<file path="config.mk">
export PLATFORM = sky130hd
export DESIGN_NAME = battle_engine
export DESIGN_NICKNAME = d
export VERILOG_FILES = /design/src/rtl/battle_engine.sv
export SDC_FILE = /design/constraint.sdc
export NUM_CORES = 1
export LEC_CHECK = 0
export BUFFER_PORTS_ARGS = -buffer_cell sky130_fd_sc_hd__buf_2
export CORE_ASPECT_RATIO = 0.5
export CORE_MARGIN = 10
export CORE_UTILIZATION = 30
export CTS_CLUSTER_DIAMETER = 50
export DETAILED_ROUTE_END_ITERATION = 7
export PLACE_DENSITY_LB_ADDON = 0.2
export SYNTH_ARGS = -nofsm -noshare
export SYNTH_HDL_FRONTEND = slang
export SYNTH_SLANG_ARGS = --single-unit
</file>
<file path="constraint.sdc">
create_clock -name Clk -period 3.8 [get_ports Clk]
set_input_delay 0.19 -clock Clk [delete_from_list [all_inputs] [get_ports Clk]]
set_output_delay 0.19 -clock Clk [all_outputs]
set_load 0.05 [all_outputs]
</file>
<file path="src/rtl/battle_engine.sv">
// Turn-based battle controller: player team of three against one enemy,
// keyboard-driven move menu, LFSR-based hit/damage variation.
module battle_engine #(
  parameter int         ENEMY_DELAY = 25_000_000,
  parameter logic [7:0] BASE_HP     = 8'd100
) (
  input  logic            Clk,
  input  logic            Reset,
  input  logic            is_battle,
  input  logic [7:0]      keycode,
  input  logic [2:0][2:0] my_team,
  input  logic [2:0]      cur_battle,
  output logic            end_battle,
  output logic            result,
  output logic [1:0]      my_cur,
  output logic [2:0]      enemy_cur_id,
  output logic [7:0]      my_hp,
  output logic [7:0]      enemy_hp,
  output logic [1:0]      menu_sel,
  output logic            player_turn
);

  // state    | meaning
  // IDLE     | waiting for a rising edge of is_battle
  // INIT     | load HP, enemy id and menu for a new battle
  // MENU     | player chooses a move with W/S, confirms with ENTER
  // P_ATTACK | apply the chosen move
  // E_WAIT   | pause before the enemy strikes
  // E_ATTACK | enemy damages the active player Pokemon
  // SWITCH   | active Pokemon fainted: bring in the next or lose
  // DONE     | end_battle pulse, back to IDLE
  typedef enum logic [2:0] {
    IDLE, INIT, MENU, P_ATTACK, E_WAIT, E_ATTACK, SWITCH, DONE
  } state_t;

  localparam int         CW        = (ENEMY_DELAY > 1) ? $clog2(ENEMY_DELAY) : 1;
  localparam logic [CW-1:0] DELAY_LOAD = CW'(ENEMY_DELAY - 1);
  localparam logic [7:0] KEY_W     = 8'h1A;
  localparam logic [7:0] KEY_S     = 8'h16;
  localparam logic [7:0] KEY_ENTER = 8'h28;

  state_t          state;
  logic [7:0]      lfsr;
  logic [7:0]      prev_key;
  logic            prev_battle;
  logic [2:0][7:0] hp;
  logic [CW-1:0]   delay_cnt;

  logic       key_press;
  logic [7:0] atk_dmg;
  logic [7:0] foe_dmg;
  logic [7:0] enemy_next;
  logic [7:0] hp_healed;
  logic [7:0] hp_hit;
  logic       unused_team;

  // Team ids only travel to game_state through my_cur.
  assign unused_team = ^my_team;

  assign key_press = (keycode != 8'd0) && (keycode != prev_key);
  assign my_hp     = hp[my_cur];

  always_comb begin
    atk_dmg = 8'd0;
    case (menu_sel)
      2'd0:    atk_dmg = 8'd20;
      2'd1:    atk_dmg = 8'd30;
      2'd2:    atk_dmg = (lfsr[1:0] != 2'd0) ? 8'd40 : 8'd0;
      default: atk_dmg = 8'd0;
    endcase
    foe_dmg    = 8'd5 + {4'd0, lfsr[3:0]};
    enemy_next = (enemy_hp > atk_dmg) ? enemy_hp - atk_dmg : 8'd0;
    hp_healed  = (my_hp > BASE_HP - 8'd25) ? BASE_HP : my_hp + 8'd25;
    hp_hit     = (my_hp > foe_dmg) ? my_hp - foe_dmg : 8'd0;
  end

  always_ff @(posedge Clk) begin
    if (Reset) begin
      state        <= IDLE;
      lfsr         <= 8'hA5;
      prev_key     <= 8'd0;
      // Held high so a battle in progress across reset needs a fresh rise.
      prev_battle  <= 1'b1;
      hp           <= '0;
      delay_cnt    <= '0;
      end_battle   <= 1'b0;
      result       <= 1'b0;
      my_cur       <= 2'd0;
      enemy_cur_id <= 3'd0;
      enemy_hp     <= 8'd0;
      menu_sel     <= 2'd0;
      player_turn  <= 1'b0;
    end else begin
      lfsr        <= {lfsr[6:0], lfsr[7] ^ lfsr[5] ^ lfsr[4] ^ lfsr[3]};
      prev_key    <= keycode;
      prev_battle <= is_battle;
      end_battle  <= 1'b0;
      player_turn <= 1'b0;
      if (!is_battle && state != IDLE && state != DONE) begin
        state <= IDLE;
      end else begin
        case (state)
          IDLE: if (is_battle && !prev_battle) state <= INIT;
          INIT: begin
            hp           <= {3{BASE_HP}};
            my_cur       <= 2'd0;
            menu_sel     <= 2'd0;
            result       <= 1'b0;
            enemy_hp     <= BASE_HP + {1'b0, cur_battle, 4'b0} + {3'b0, cur_battle, 2'b0};
            enemy_cur_id <= cur_battle + 3'd4;
            state        <= MENU;
            player_turn  <= 1'b1;
          end
          MENU: begin
            player_turn <= 1'b1;
            if (key_press) begin
              case (keycode)
                KEY_W: menu_sel <= menu_sel - 2'd1;
                KEY_S: menu_sel <= menu_sel + 2'd1;
                KEY_ENTER: begin
                  state       <= P_ATTACK;
                  player_turn <= 1'b0;
                end
                default: ;
              endcase
            end
          end
          P_ATTACK: begin
            if (menu_sel == 2'd3) hp[my_cur] <= hp_healed;
            enemy_hp <= enemy_next;
            if (enemy_next == 8'd0) begin
              result     <= 1'b1;
              end_battle <= 1'b1;
              state      <= DONE;
            end else begin
              delay_cnt <= DELAY_LOAD;
              state     <= E_WAIT;
            end
          end
          E_WAIT: begin
            if (delay_cnt == '0) state <= E_ATTACK;
            else delay_cnt <= delay_cnt - 1'b1;
          end
          E_ATTACK: begin
            hp[my_cur] <= hp_hit;
            if (hp_hit == 8'd0) begin
              state <= SWITCH;
            end else begin
              state       <= MENU;
              player_turn <= 1'b1;
            end
          end
          SWITCH: begin
            if (my_cur == 2'd2) begin
              result     <= 1'b0;
              end_battle <= 1'b1;
              state      <= DONE;
            end else begin
              my_cur      <= my_cur + 2'd1;
              menu_sel    <= 2'd0;
              state       <= MENU;
              player_turn <= 1'b1;
            end
          end
          DONE:    state <= IDLE;
          default: state <= IDLE;
        endcase
      end
    end
  end

endmodule

</file>
# [Word level (Yosys, flattened, before mapping)]
# Index checks and enable logic that the tools add are counted.
[totals] ff_bits=87 wordCells=134 out_inout_bits=26 in_bits=23
[op_classes] n_lt_le_gt_ge=5 add_sub_neg=11 mux=42 eq_ne=27 bitwise_logic=4 n_reduce_logical=30
[op_table] op="$pmux 24 s3" n=1
[op_table] op="$mux 25" n=2
[op_table] op="$pmux 25 s2" n=1
[op_table] op="$bwmux 24" n=2
[op_table] op="$mux 8" n=5
[op_table] op="$logic_not 25->1" n=1
[op_table] op="$sub 25x1->25 const B" n=1
[op_table] op="$mux 24" n=1
[op_table] op="$pmux 3 s8" n=1
[op_table] op="$ne 2x2->1 const B" n=10
[op_table] op="$mux 3" n=6
[op_table] op="$pmux 6 s3" n=1
[op_table] op="$bmux 8 s2" n=1
[op_table] op="$demux 8 s2" n=1
[op_table] op="$eq 8x5->1 const B" n=2
[op_table] op="$logic_not 8->1" n=2
[op_table] op="$pmux 8 s2" n=1
[op_table] op="$eq 3x3->1 const B" n=4
[op_table] op="$reduce_and 4->1" n=3
[op_table] op="$reduce_bool 3->1" n=4
[op_table] op="$add 7x7->8 const A" n=1
[op_table] op="$add 8x5->8" n=1
[op_table] op="$add 8x5->8 const B" n=1
[op_table] op="$eq 8x6->1 const B" n=1
[op_table] op="other kinds (38)" n=65

# [Longest topological paths before layout]
# Gate-level depths: netlist (run 1).
[depth] depth_word=8 ltp_mapped=16 ltp_nobuf=15

# [Worst setup path after synthesis (run 1)]
# No wires, ideal clock.
[synth_timing] path_type="register to register" startpoint="reg my_cur[1]" endpoint="reg player_turn" path_stages_with_launch=13 required_time_ns=3.668 n_path_buf=1 synth_period_minus_slack_ns=4.726 setup_slack_ns=-0.926 setup_time_ns=0.132 t_arrival_ns=4.594 cell_sequence="dfxtp_1 buf_2 mux2i_1 o21ai_0 ha_1 nor2b_1 o31a_1 o21ai_0 nand3_1 a2111oi_0 o21ai_0 a311oi_1 nor3_1"
[synth_between] elab_chain_cells=7 word_cells_on_any_way=10 classes_between="add/sub: 1; order compare: 1; eq/ne: 1; mux: 6; reduce/logical: 1"
[synth_lines] item="start: declaration" line_no="15" rtl="output logic [1:0] my_cur,"
[synth_lines] item="start signal: assignment" line_no="159" rtl="my_cur <= my_cur + 2'd1;"
[synth_lines] item="$bmux 8 s2 *" line_no="61" rtl="assign my_hp = hp[my_cur];"
[synth_lines] item="$mux 8 (implied by the code) *" line_no="61"
[synth_lines] item="named net my_hp[1]" line_no="17" rtl="output logic [7:0] my_hp,"
[synth_lines] item="$sub 8x5->8 / $gt 8x5->1 (equally long branches)" line_no="74" rtl="hp_hit = (my_hp > foe_dmg) ? my_hp - foe_dmg : 8'd0;"
[synth_lines] item="$mux 8 *" line_no="74"
[synth_lines] item="$logic_not 8->1 *" line_no="146" rtl="if (hp_hit == 8'd0) begin"
[synth_lines] item="$mux 1 *" line_no="146"
[synth_lines] item="$pmux 1 s4 *" line_no="102" rtl="case (state)"
[synth_lines] item="end signal: assignment" line_no="98" rtl="player_turn <= 1'b0;"
[synth_lines] item="end signal: assignment" line_no="112" rtl="player_turn <= 1'b1;"
[synth_lines] item="end signal: assignment" line_no="150" rtl="player_turn <= 1'b1;"
[synth_lines] item="end: declaration" line_no="20" rtl="output logic player_turn"
# The timed path passes the listed nets; every way through them passes the cells marked *. The select of a mux whose other input is x is not followed.
# A chain may end at the register's enable or synchronous reset.

# [Worst setup path after layout (run 1)]
[layout_timing] startpoint="reg menu_sel[0]" endpoint="reg delay_cnt[17]"
[layout_between] elab_chain_cells=7 word_cells_on_any_way=10 classes_between="add/sub: 1; order compare: 1; eq/ne: 3; mux: 2; reduce/logical: 3"
[layout_lines] item="start: declaration" line_no="19" rtl="output logic [1:0] menu_sel,"
[layout_lines] item="start signal: assignment" line_no="118" rtl="KEY_W: menu_sel <= menu_sel - 2'd1;"
[layout_lines] item="start signal: assignment" line_no="119" rtl="KEY_S: menu_sel <= menu_sel + 2'd1;"
[layout_lines] item="$eq 2x2->1 (tied with other cells)" line_no="65" rtl="case (menu_sel)"
[layout_lines] item="$pmux 6 s3 *" line_no="65"
[layout_lines] item="$sub 8x8->8 / $gt 8x8->1 (equally long branches)" line_no="72" rtl="enemy_next = (enemy_hp > atk_dmg) ? enemy_hp - atk_dmg : 8'd0;"
[layout_lines] item="$mux 8 *" line_no="72"
[layout_lines] item="$logic_not 8->1 *" line_no="131" rtl="if (enemy_next == 8'd0) begin"
[layout_lines] item="$ne 2x2->1 (no source line) *"
[layout_lines] item="$reduce_and 4->1 (no source line) *"
[layout_lines] item="end signal: assignment" line_no="142" rtl="else delay_cnt <= delay_cnt - 1'b1;"
[layout_lines] item="end: declaration" line_no="47" rtl="logic [CW-1:0] delay_cnt;"
# Mark *: on every way between the ends. The rest lies on a longest branch, timed or not.

==> results of run 1 <==
sequential cells by signal, indices dropped and copies added, names as in the netlist, 2 cells and up:
name and flops:
delay_cnt 25, hp 24, enemy_hp 8, lfsr 8, prev_key 8, enemy_cur_id 3
state 3, menu_sel 2, my_cur 2
per-layer routing:
metal  up-vias  GRT usage  wire length [microns]
met2        59      0.180                   5820
met5         -          0                      0
met1      2095      0.163                   6930
li1       2324          -                      -
met3         8     0.0252                    524
met4         0     0.0309                    114
power by group through the flow:
| stage | Clock, mW | Sequential [mW] | Combinational, mW |
|---|---|---|---|
| final | 0.812 | 0.961 | 0.357 |
| after global routing | 0.873 | 0.963 | 0.401 |
| after CTS | 0.839 | 0.961 | 0.358 |
| after detailed placement | 0 | 0.981 | 0.357 |
| after global placement | 0 | 0.981 | 0.354 |
| after floorplan | 0 | 0.995 | 0.247 |
cells by family (layout without fill, tap and decap cells):
logic type      Yosys count  in the layout  share of synthesized area
simple gates            232            232                      0.228
compound gates          174            174                      0.216
flops                    87             87                      0.343
buf+inv                  60             97                     0.0471
xor+xnor                 44             44                     0.0759
fa+ha+maj                25             25                     0.0646
mux                      13             13                     0.0256
stage by stage:
stage | std cells | setup TNS, ns
global route | 899 | 0
CTS | 899 | 0
global placement | 885 | 0
detailed placement | 885 | 0
finish | 899 | 0
floorplan | 635 | -0.00838
area by class of cell:
type                            count  area, sq um  share of cell area
Clock buffer                       10          239              0.0410
Inverter                           31          116              0.0200
Timing Repair Buffer               52          305              0.0523
Sequential cell                    87         1740               0.299
Multi-Input combinational cell    488         3120               0.535
Clock inverter                      4         23.8             0.00408
Tap cell                          227          284              0.0487
cell usage after synthesis (all sizes together) (2+ instances only):
| library cell | instances | share of area |
|---|---|---|
| o2bb2ai | 6 | 0.010 |
| o32ai | 2 | 0.0035 |
| xnor2 | 29 | 0.050 |
| a211oi | 12 | 0.018 |
| a22oi | 3 | 0.0044 |
| clkbuf | 23 | 0.017 |
| nor2b | 17 | 0.021 |
| nand2b | 12 | 0.015 |
| mux2i | 13 | 0.026 |
| nand2 | 49 | 0.037 |
| a221oi | 6 | 0.010 |
| a21oi | 62 | 0.061 |
| a21o | 4 | 0.0059 |
| or2 | 5 | 0.0062 |
| dfxtp | 87 | 0.34 |
| o21a | 3 | 0.0044 |
| xor2 | 15 | 0.026 |
| a311oi | 7 | 0.012 |
| or3 | 10 | 0.012 |
| a2111oi | 7 | 0.012 |
| and2 | 8 | 0.010 |
| nor3 | 19 | 0.019 |
| nor3b | 6 | 0.0089 |
| buf | 6 | 0.0071 |
| nand3 | 10 | 0.0099 |
| nand3b | 4 | 0.0059 |
| ha | 23 | 0.057 |
| o221ai | 2 | 0.0035 |
| or4 | 4 | 0.0067 |
| o31ai | 2 | 0.0030 |
| a2bb2oi | 2 | 0.0035 |
| a31oi | 5 | 0.0062 |
| nand4 | 3 | 0.0037 |
| o21ai | 41 | 0.040 |
| fa | 2 | 0.0079 |
| o41a | 2 | 0.0044 |
| o31a | 2 | 0.0035 |
| and3 | 2 | 0.0025 |
| nor2 | 72 | 0.053 |
| nor4 | 6 | 0.0074 |
| inv | 31 | 0.023 |
final timing paths:
check / slack, ns / cells after the start / start / end
worst max-delay path: 0.36 / 15 / menu_sel[0] / delay_cnt[17]
worst min-delay path: 0.11 / 2 / cur_battle[2] / enemy_cur_id[2]
worst max register to register: 0.36 / 15 / menu_sel[0] / delay_cnt[17]
worst min register to register: 0.41 / 1 / lfsr[6] / lfsr[7]
what timing repair did:
| item | in CTS | in global routing |
|---|---|---|
| hold endpoints to repair | 0 | 0 |
| gates resized for setup | 0 | 1 |
| endpoints found under the setup margin | 0 | 1 |
| buffers inserted | 0 | 0 |
worst register-to-register path: stages, from the launching register on:
cell	delay, ns
sky130_fd_sc_hd__dfxtp_1	0.46
sky130_fd_sc_hd__inv_1	0.10
sky130_fd_sc_hd__ha_1	0.20
sky130_fd_sc_hd__nor2_1	0.07
sky130_fd_sc_hd__or2_2	0.14
sky130_fd_sc_hd__inv_1	0.06
sky130_fd_sc_hd__fa_1	0.41
sky130_fd_sc_hd__nand2b_1	0.17
sky130_fd_sc_hd__a21oi_1	0.32
sky130_fd_sc_hd__o21bai_1	0.17
sky130_fd_sc_hd__a211o_1	0.16
sky130_fd_sc_hd__a21oi_1	0.10
sky130_fd_sc_hd__buf_12	0.17
sky130_fd_sc_hd__a2111oi_0	0.56
sky130_fd_sc_hd__xnor2_1	0.18
sky130_fd_sc_hd__nor2_1	0.05
==> results.txt, run 1 <==
----------------------------------------------------
[Run status]
  Status ... completed

[STA]
  Worst Tran Pin Value ... 0.996 ns
  Period minus WS final ... roughly 3.4 ns
  Period Utilization, post-route ... 0.904
  RSZ-0062 raised after global routing ... no
  Hold violation total from the final report ... 0
  Skew final ... 0.00927 ns
  Headroom to the max-slew limit ... 0.336
  Smallest setup slack after layout ... roughly 0.36 ns
  Highest Clock Rate ... 0.291 GHz
  Max-slew violation count ... 0
  Worst hold margin ... ~0.11 ns
  Setup-violating endpoint count in the final report ... 0

[Power]
  Power dissipated by switching net loads ... about 0.6 mW
  Largest voltage drop on the vdd net ... about 0.0002 V
  Ratio of total power to cell area ... between 300 and 400 nW/um^2
  Leakage power ... approximately 2.2 nW
  Relative contribution of the clock network to total power ... 0.381
  Internal Pwr Total ... 1.52 mW
  Design Power ... ~2.1 mW
  Relative contribution of sequential cells to total power ... 0.451
  Logic pwr share ... 0.168
  Net switching share of the total power ... 0.285

[Finish]
  Count of nets after finishing ... ~720
  Layout Utilization ... 0.354
  Synthesis-to-layout area growth ... 14.9%
  Fill cells ... between 1500 and 2000
  Ant diodes ... 0
  Fraction of layout instances using a drive strength above 1 ... 0.121
  Post-route cell area ... around 5800 sq um
  Most used cells in the layout excluding fill and tap cells ... sky130_fd_sc_hd__dfxtp_1, sky130_fd_sc_hd__nor2_1, sky130_fd_sc_hd__a21oi_1
  Most common cell after layout, fill and taps aside ... sky130_fd_sc_hd__dfxtp_1

[Global routing]
  Grt total ovfl ... 0
  Pin count of the biggest net entering global routing ... 53
  Vias in the first global route ... 4141
  Global-route wire length before repair ... between 20000 and 25000 microns
  Number of antenna violations at the first check in global routing ... 0
  Total global routing track utilization ... 0.117

[Setup path]
  Element type at the critical path end ... flop
  Series of cell instances along the critical path ... inv_1 > ha_1 > nor2_1 > or2_2 > inv_1 > fa_1 > nand2b_1 > a21oi_1 > o21bai_1 > a211o_1 > a21oi_1 > buf_12 > a2111oi_0 > xnor2_1 > nor2_1
  Cell class contributing the biggest share of worst-path delay ... compound AO/OA/AOI/OAI gates
  Buf+Inv Stages, Crit Path ... 3
  Longest individual stage delay on the worst path ... roughly 0.55 ns
  CP startpoint kind ... flop
  CP max FO ... 21
  Critical Path Slowest Stage Cell ... sky130_fd_sc_hd__a2111oi_0
  Kind of critical path ... flop to flop
  Arrival time reported for the critical path endpoint ... 3.66 ns
  Required time of the critical path ... approximately 4.0 ns

[Clocking]
  Worst-Skew Late Latency ... approximately 0.34 ns
  Master cell of the clock root buffer ... sky130_fd_sc_hd__clkbuf_16
  TritonCTS Buffers ... 9
  Clock tree from TritonCTS ... built
  Maximum number of buffers from clock root to sink ... 2
  Sinks on the clock net ... 87
  Post-cts hold buffer count ... 0
  Clock transition at the registers of the reported paths ... 0.06 ns
  Htree depth ... 3

[Floorplan]
  Ports ... 49
  DIE AREA ... roughly 23000 sq um
  Std-Cell Rows ... 33
  Starting utilization of the core area ... 0.308
  Die W ... between 200 and 250 microns
  Core area ... around 16000 sq um
  Overall die height ... 112 microns

[Placed design]
  Cell area after placement ... 5570 sq um
  Worst slack, placed ... between 0.3 and 0.4 ns
  HPWL after detailed placement ... a little under 10000 microns
  Quantity of I/O buffers inserted on ports ... 39
  Routability cong. ... between 0.8 and 0.9

[Detailed routing]
  Number of DRC markers in iteration 0 ... 290
  DR vias ... around 4500
  Residual DRC count ... 0
  Remaining antenna violation count after routing ... 0
  DR pass1 iterations ... 4
  Post-Route WL ... ~13000 microns
  Average routed wire per standard cell ... ~15 microns
  Via density per instance ... ~5.0

[Logic synthesis]
  EDFF count, synth ... 0
  Synthesized instance count ... around 640
  Post-synth ARST share ... 0
  Ys Warns ... 0
  Net count of the mapped netlist ... about 700
  Post-synth top flop ... sky130_fd_sc_hd__dfxtp_1
  Flop and latch count out of synthesis ... 87
  Post-synthesis area per instance ... 7.99 sq um
  Netlist cell types ... 60
  Syn Std Cell Area ... about 5000 sq um
  Sequential cell area fraction in the yosys report ... 0.343

[Run]
  Max-capacitance violation count ... 0

[Min path]
  Worst hold-check path type ... input port to flop

----------------------------------------------------
(Power assumes the default switching activity.)
==> inputs of run 2 (changes only) <==
Settings changed: CORE_UTILIZATION 30 to 40.
==> results.txt, run 2 (synthesized netlist as in run 1, its figures left out) <==
----------------------------------------------------
[Power]
  Design Power ... about 2.4 mW
  Largest voltage drop on the vdd net ... between 0.00015 and 0.0002 V
  Ratio of total power to cell area ... around 410 nW/um^2
  Leakage power ... between 2 and 2.5 nW

[STA]
  Hold violation total from the final report ... 0
  RSZ-0062 raised after global routing ... no
  Skew final ... approximately 0.008 ns
  Setup-violating endpoint count in the final report ... 0
  Headroom to the max-slew limit ... 0.364
  Max-slew violation count ... 0
  Period Utilization, post-route ... 0.897
  Worst hold margin ... roughly 0.082 ns
  Highest Clock Rate ... ~0.29 GHz
  Worst Tran Pin Value ... 0.954 ns
  Period minus WS final ... 3.41 ns

[Clocking]
  Master cell of the clock root buffer ... sky130_fd_sc_hd__clkbuf_16
  Maximum number of buffers from clock root to sink ... 2
  TritonCTS Buffers ... 9
  Worst-Skew Late Latency ... ~0.35 ns
  Clock tree from TritonCTS ... built
  Post-cts hold buffer count ... 0
  Htree depth ... 3
  Clock transition at the registers of the reported paths ... ~0.070 ns
  Sinks on the clock net ... a little under 90

[Floorplan]
  Die W ... 179 microns
  DIE AREA ... ~18000 sq um
  Ports ... a little under 50
  Core area ... around 12000 sq um
  Overall die height ... 99.7 microns
  Starting utilization of the core area ... 0.419
  Std-Cell Rows ... 28

[Setup path]
  Required time of the critical path ... 3.99 ns
  Arrival time reported for the critical path endpoint ... roughly 3.6 ns
  Kind of critical path ... flop to flop
  Reg2reg path depth ... 16
  Longest individual stage delay on the worst path ... between 0.4 and 0.5 ns
  Reg2reg start ... my_cur[1]
  Reg-to-reg endpoint ... player_turn
  CP max FO ... 7
  Critical Path Slowest Stage Cell ... sky130_fd_sc_hd__dfxtp_2
  CP startpoint kind ... flop
  Worst reg2reg setup slack ... 0.39 ns
  Series of cell instances along the critical path ... nor2b_1 > buf_4 > nand2_1 > o21ai_2 > inv_1 > ha_1 > inv_1 > fa_1 > a211oi_1 > nor2_1 > nor3_1 > mux2i_2 > o31a_1 > o21ai_0 > a311oi_1 > nor3_1
  Element type at the critical path end ... flop

[Global routing]
  M1 GR Usage ... 0.183
  Pin count of the biggest net entering global routing ... 54
  Fraction of met3 tracks used by global routing ... 0.0389
  Met2 track demand over resource in global routing ... 0.230
  Global-route wire length before repair ... 20900 microns
  Global-route layer with the greatest usage ... met2
  Grt total ovfl ... 0
  Vias in the first global route ... between 4000 and 5000
  Total global routing track utilization ... 0.143
  Number of antenna violations at the first check in global routing ... 0

[Detailed routing]
  Number of DRC markers in iteration 0 ... 192
  Residual DRC count ... 0
  Via density per instance ... 5.45
  DR vias ... between 4000 and 5000
  Remaining antenna violation count after routing ... 0
  Post-Route WL ... 12800 microns
  Average routed wire per standard cell ... about 15 microns
  DR pass1 iterations ... 4

[Finish]
  Number of standard cells in the layout, taps in and fillers out ... 835
  Most common cell after layout, fill and taps aside ... sky130_fd_sc_hd__dfxtp_1
  Multi-input gate area ... ~3100 sq um
  Ant diodes ... 0
  Fill cells ... ~1200
  Post-route cell area ... 5810 sq um
  Register ranked first by flip-flop count ... delay_cnt
  Layout Utilization ... 0.479
  Largest regs ... delay_cnt x25, hp x24
  Most used cells in the layout excluding fill and tap cells ... sky130_fd_sc_hd__dfxtp_1, sky130_fd_sc_hd__nor2_1, sky130_fd_sc_hd__a21oi_1
  Synthesis-to-layout area growth ... 14.4%
  Sequential cell area ... approximately 1700 sq um
  Number of flip-flops under the largest register name ... 25
  Fraction of layout instances using a drive strength above 1 ... 0.121
  Count of nets after finishing ... approximately 700

[Placed design]
  Routability cong. ... around 0.83
  Cell area after placement ... ~5400 sq um
  Quantity of I/O buffers inserted on ports ... 39
  Number of cells after detailed placement ... slightly above 800
  HPWL after detailed placement ... about 9200 microns

[Min path]
  Hold Path End ... enemy_cur_id[2]
  Hold_sp ... cur_battle[2]
  Worst hold path stage count ... 2
  Worst hold-check path type ... input port to flop

[Run]
  Max-capacitance violation count ... 0

[Run status]
  Status ... completed

----------------------------------------------------
run 2: cell count changes in the layout (fill, tap and decap cells not counted), moves of 2 or more:
cell                        change
sky130_fd_sc_hd__buf_4          -3
sky130_fd_sc_hd__bufinv_16      +3
sky130_fd_sc_hd__clkinv_2       -3
sky130_fd_sc_hd__a2111oi_0      -2
sky130_fd_sc_hd__a2111oi_1      +2
sky130_fd_sc_hd__inv_6          +4
run 2: cell type report:
class                           count  area share
Clock buffer                        9      0.0388
Clock inverter                      7      0.0215
Inverter                           31      0.0200
Multi-Input combinational cell    488       0.539
Sequential cell                    87       0.300
Tap cell                          165      0.0356
Timing Repair Buffer               48      0.0452
run 2: timing repair:
action	CTS	global route
endpoints found under the setup margin	0	2
setup buffers	0	0
gates resized for setup	0	4
run 2: through the flow:
stage | setup TNS, ns | setup slack (ns)
after CTS | 0 | 0.288
after global routing | 0 | 0.0222
after global placement | 0 | 0.417
after detailed placement | 0 | 0.310
after floorplan | -0.00838 | -0.00838
final | 0 | 0.391
run 2: where the power goes:
group / internal [mW] / leakage, nW / switching (mW)
combinational: 0.130 / 1.35 / 0.225
clock: 0.652 / 0.171 / 0.402
sequential: 0.939 / 0.707 / 0.0190
run 2: how the worst max path moves through the flow:
stage                      startpoint            to  cells past startpoint
final                       my_cur[1]   player_turn                     16
after detailed placement    my_cur[1]   player_turn                     16
after global placement      my_cur[1]   player_turn                     16
after global routing      menu_sel[0]  delay_cnt[7]                     15
after floorplan             my_cur[1]   player_turn                     12
after CTS                   my_cur[1]   player_turn                     16
run 2: worst max-delay path, delay by kind of cell (launching register included):
| kind | cells | cell delay, ns |
|---|---|---|
| AND/OR/NAND/NOR | 5 | 0.62 |
| AO/OA/AOI/OAI | 5 | 0.96 |
| flip-flops | 1 | 0.43 |
| buffers and inverters | 3 | 0.31 |
| multiplexers | 1 | 0.34 |
| adder cells (fa/ha/maj) | 2 | 0.58 |
run 2: layer usage:
layer	vias to the layer above	routed length (microns)
li1	2313	-
met1	2140	6280
met2	81	5700
met3	14	626
met4	0	168
met5	-	0
